[src/rtl/toggle_event_rx.sv]
// rtl/toggle_event_rx.sv - toggle-line event receiver with synchroniser, pending counter and valid/ready drain
// Optional toggle acknowledge output enabled by defining TOGGLE_EVENT_RX_ECHO_EN.
module toggle_event_rx #(
  parameter int SYNC_STAGES = 2,
  parameter int CNT_W       = 4
) (
  input  logic             clk,
  input  logic             r,
  input  logic             tog,
  input  logic             ev_ready,
  input  logic             clr_ovf,
  output logic             ev_pulse,
  output logic             ev_valid,
  output logic [CNT_W-1:0] pending,
`ifdef TOGGLE_EVENT_RX_ECHO_EN
  output logic             ack_tog,
`endif
  output logic             ovf
);

  localparam logic [CNT_W-1:0] CNT_MAX = {CNT_W{1'b1}};
  localparam logic [CNT_W-1:0] CNT_ONE = {{(CNT_W-1){1'b0}}, 1'b1};

  logic [SYNC_STAGES-1:0] r_sync;
  logic                   r_ref;
  logic                   r_pulse;
  logic [CNT_W-1:0]       r_pend;
  logic                   r_ovf;

  logic                   w_s;
  logic                   w_det;
  logic                   w_accept;
  logic                   w_sat;
  logic                   w_lost;
  logic [CNT_W-1:0]       w_pend_nxt;

  assign w_s      = r_sync[SYNC_STAGES-1];
  assign w_det    = w_s ^ r_ref;
  assign w_accept = ev_valid & ev_ready;
  assign w_sat    = (r_pend == CNT_MAX);
  // A detection that cannot be counted: saturated and nothing drained this cycle.
  assign w_lost   = w_det & ~w_accept & w_sat;

  always_comb begin
    w_pend_nxt = r_pend;
    if (w_det && !w_accept && !w_sat) begin
      w_pend_nxt = r_pend + CNT_ONE;
    end else if (!w_det && w_accept) begin
      w_pend_nxt = r_pend - CNT_ONE;
    end
  end

  // The reference flop resets to 0 with the chain, so a tog held high through reset reads as one event.
  always_ff @(posedge clk or posedge r) begin
    if (r) begin
      r_sync  <= '0;
      r_ref   <= 1'b0;
      r_pulse <= 1'b0;
    end else begin
      r_sync  <= {r_sync[SYNC_STAGES-2:0], tog};
      r_ref   <= w_s;
      r_pulse <= w_det;
    end
  end

  always_ff @(posedge clk or posedge r) begin
    if (r) begin
      r_pend <= '0;
      r_ovf  <= 1'b0;
    end else begin
      r_pend <= w_pend_nxt;
      if (w_lost) begin
        r_ovf <= 1'b1;
      end else if (clr_ovf) begin
        r_ovf <= 1'b0;
      end
    end
  end

`ifdef TOGGLE_EVENT_RX_ECHO_EN
  logic r_ack;

  always_ff @(posedge clk or posedge r) begin
    if (r) begin
      r_ack <= 1'b0;
    end else if (w_accept) begin
      r_ack <= ~r_ack;
    end
  end

  assign ack_tog = r_ack;
`endif

  assign ev_pulse = r_pulse;
  assign pending  = r_pend;
  assign ev_valid = (r_pend != '0);
  assign ovf      = r_ovf;

endmodule
[config.mk]
export PLATFORM = sky130hd
export DESIGN_NAME = toggle_event_rx
export DESIGN_NICKNAME = d
export VERILOG_FILES = /design/src/rtl/toggle_event_rx.sv
export SDC_FILE = /design/constraint.sdc
export NUM_CORES = 1
export LEC_CHECK = 0
export ABC_AREA = 1
export CAP_MARGIN = 20
export CORE_AREA = 2 2 39 41
export CTS_BUF_LIST = sky130_fd_sc_hd__clkbuf_8
export DETAILED_ROUTE_END_ITERATION = 8
export DIE_AREA = 0 0 41 43
export PLACE_DENSITY_LB_ADDON = 0.08
export SLEW_MARGIN = 20
export SYNTH_ARGS = -nofsm -noshare
export SYNTH_HDL_FRONTEND = slang
export SYNTH_SLANG_ARGS = --single-unit
[constraint.sdc]
create_clock -name clk -period 3.3 [get_ports clk]
set_input_delay 0.66 -clock clk [delete_from_list [all_inputs] [get_ports clk]]
set_output_delay 0.66 -clock clk [all_outputs]
set_load 0.1 [all_outputs]
# Yosys cells after proc, flatten, opt, wreduce, memory -nomap -nowiden
# Index checks and enable logic that the tools add are counted.
# classes
n_eq_ne	1
n_lt_le_gt_ge	0
n_mux	4
n_addsub	2
n_mul	0
bitwise_logic	5
n_div	0
n_reduce_logical	9
shift	0
# op_table
cell	n
4-bit 2-to-1 mux	2
4-bit by 1-bit adder with 4-bit output, second input constant	1
4-bit == test, second input constant	1
2-bit nonzero test	2
4-bit nonzero test	1
4-bit by 1-bit subtractor with 4-bit output, second input constant	1
1-bit bitwise AND	3
1-bit logical AND	3
1-bit logical NOT	3
1-bit 2-to-1 mux	2
1-bit inverter	1
1-bit bitwise XOR	1
# word_totals
n_memories	0
in_bits	5
ff_bits	9
ram_bits	0
latch_bits	0
rom_bits	0
wordCells	26

# Logic depth before layout (Yosys ltp)
# depth
ltp_word	6
mapped_depth	12
mapped_depth_nobuf	12

# Worst setup path before layout
# OpenSTA, ideal clock, no wires.
# synth_path
path_kind	reg-to-reg
startpoint	register r_pend[1] (netlist: pending[1])
endpoint	register r_pend[3] (netlist: pending[3])
path_stages_with_launch	13
period_less_slack_ns	2.706
required_ns	3.178
t_arrival_ns	2.584
path_buffers	0
path_slack_ns	0.594
setup_ns	0.122
cell_sequence	dfrtp_1 > nor2_1 > nand2_2 > nand2_2 > nand3_4 > ha_1 > nand2_1 > nand2_1 > a21o_1 > nand2_2 > nand2_1 > nand2_1 > nand2_1
# synth_between
elab_chain_len	6
# synth_rtl
item	line	text
start: declaration	27	logic [CNT_W-1:0] r_pend;
start signal: assignment	71	r_pend <= w_pend_nxt;
4-bit nonzero test *	96	assign ev_valid = (r_pend != '0);
net ev_valid	13	output logic ev_valid,
1-bit bitwise AND *	39	assign w_accept = ev_valid & ev_ready;
1-bit logical NOT	46	if (w_det && !w_accept && !w_sat) begin
1-bit logical AND (2 in series)	46	
4-bit 2-to-1 mux / 2-bit nonzero test (equally long branches)	n/a	
# Mark *: on every way through the listed nets, which the timed path passes. The rest lies on a longest branch. The select of a mux whose other input is x is not followed.
# A chain may end at the register's enable or synchronous reset.

# Final worst setup path
# layout_path
startpoint	input ev_ready
endpoint	register r_pend[3] (netlist: pending[3])
# layout_between
elab_chain_len	5
# layout_rtl
item	line	text
start: declaration	10	input logic ev_ready,
1-bit bitwise AND *	39	
1-bit logical NOT	46	
1-bit logical AND (2 in series)	46	
4-bit 2-to-1 mux / 2-bit nonzero test (equally long branches)	n/a	
# Mark *: on every way between the ends. The rest lies on a longest branch, timed or not.

==> out/results.tsv <==
metric	value	unit
# hold bufs at CTS	0	
Final Slew Violations	0	
CP delay by family, top	simple AND/OR/NAND/NOR gates	
Post-CTS Setup Bufs	0	
#FFs+latches synth	9	
syn_area_per_cell	9.11	um2
most common cell after layout, fill and taps aside	nand2_1	
first-pass GRT wire length	1460	um
worst reg-to-reg setup slack	1.50	ns
met1 Track Usage GR	16.4	%
syn_nets	61	
Least-Margin Pin Slew	0.336	ns
critical path type	in2reg	
CP required	3.41	ns
CP arrival	2.11	ns
met3 Use GR	6.28	%
hold crit path type	reg2reg	
WHS Path Cells	0	
P&R area growth vs syn	32.6	%
cells along the critical path	clkdlybuf4s50_1 > nand2_2 > nand3_4 > ha_1 > nand2_1 > nand2_1 > a21o_1 > nand2_2 > nand2_1 > nand2_1 > nand2_1	
critical-path maximum fanout	5	
TNS Setup	0	ns
CTS root buf	clkbuf_8	
Hold Startpoint	r_sync[0]	
initial drt markers	5	
IO Pins	12	
Post-Layout Cell Count	84	
final wirelength	832	um
clk slew on worst S/H paths	0.04	ns
clock sink total	9	
max_slew headroom	77.6	%
Cell variety after synth	18	
YS warnings	0	
Final Core Density	46.3	%
Die X-Extent	41	um
Via Count	371	
worst reg2reg path depth	12	
cell area after layout	641	um2
dpl cells	80	
synthesized area	483	um2
DP HPWL	675	um
most used routing layer	met2	
max cap viols	0	
# port buffers	11	
vias in the first global route	359	
RSZ-0062 raised after global routing	no	
most frequent cells in the layout	17 x nand2_1, 9 x dfrtp_1, 7 x buf_4	
share of cells above drive strength 1	26.5	%
fillcell total	153	
pin count of the biggest net entering global routing	10	
Worst setup EP type	register	
Routed WL per cell	9.90	um
Post-CTS Resized	0	
Core ar.	1380	um2
Hold Path Sink	r_sync[1]	
GRT Residual Overflow	0	
final setup vio count	0	
CTS tree	built	
worst skew pair latency	0.23	ns
Worst path max stage delay	0.44	ns
die area	1760	um2
DR DRC count	0	
GRT Total Usage	12.8	%
Routed Antenna Nets	0	
n_diodes	0	
Initial Util	34.9	%
final hold violations	0	
GR Layer Usage met2	18.4	%
top-area cell type share of the netlist area	46.6	%
DRT Pass-1 Iters	3	
total CTS buffers	3	
status	completed	
critical path's slowest cell	clkdlybuf4s50_1	
H-tree depth	1	
Die Y	43	um
initial antenna violation count	0	
clk buf depth	2	
CP dominant cell by count	nand2_1	
FF-to-FF End	pending[3]	
CP Buf/Inv Count	1	
FP Rows	14	
Highest Clock Rate	0.501	GHz
skew final	0.00268	ns
FF-to-FF Start	pending[0]	
sequential fraction of the synthesis area	46.6	%
minimum clock period	2.00	ns
Cells after Synth	53	
final RePlAce weighted congestion	0.706	
fin crit share	60.5	%
Via density	4.42	
DP Area	596	um2
Yosys top cell by area	dfrtp_1	
Final nets	77	
Synth area leaders	dfrtp_1 47%, nand2_1 13%, ha_1 5.2%	
CP startpoint kind	input port	
==> registers in the layout, indices dropped and copies added (netlist names) <==
| name | flops |
|---|---|
| pending | 4 |
| r_sync | 2 |
| ev_pulse | 1 |
| ovf | 1 |
| r_ref | 1 |
==> kinds of logic after synthesis <==
logic type	count (synthesis)	synth area share (%)
AOI/OAI and AO/OA	3	3.89
buffers and inverters	7	5.44
DFF	9	46.6
adders and majority gates	3	9.33
xor gates and xnor gates	2	3.63
and+or+nand+nor	29	31.1
==> through the flow <==
step	setup WS, ns	hold slack (ns)
3_3_place_gp	1.07	0.335
4_1_cts	1.29	0.353
5_1_grt	1.16	0.371
6_report	1.30	0.347
3_5_place_dp	1.06	0.338
2_1_floorplan	0.594	0.331
==> Yosys cell counts <==
cell type / n
nand3_1: 2
fa_1: 1
nand2_1: 17
o22ai_1: 1
xnor2_1: 1
nand4_1: 1
nand3_4: 1
ha_1: 2
inv_2: 2
nand2_2: 3
a21o_1: 1
dfrtp_1: 9
a21oi_1: 1
xor2_1: 1
nand2_4: 1
nor2_4: 1
nor2_1: 3
inv_1: 5
==> cell type report <==
class                   count  area, um2  area share, %
clock buffers               3       41.3           6.45
clock inverters             1       3.75          0.586
inverters                   7       26.3           4.10
multi-input cells          37        231           36.1
flip-flops and latches      9        225           35.2
well taps                  16       20.0           3.13
repair buffers             11       92.6           14.5
==> routing by layer <==
layer	routed length [um]	vias up	part of all wire, %
met3	60	2	7.2
met1	384	165	46
met5	0	-	0
met4	10	0	1.2
met2	377	10	45
li1	-	194	-
==> worst max-delay path by stage <==
| stage | depth (start not counted) | start | end |
|---|---|---|---|
| floorplan | 12 | pending[1] | pending[3] |
| global placement | 11 | ev_ready | pending[3] |
| detailed placement | 11 | ev_ready | pending[3] |
| CTS | 11 | ev_ready | pending[3] |
| global route | 10 | ev_ready | pending[3] |
| finish | 11 | ev_ready | pending[3] |
Power is not shown: default switching activity piles up to over one toggle a cycle in this logic, so the estimate is an artifact.
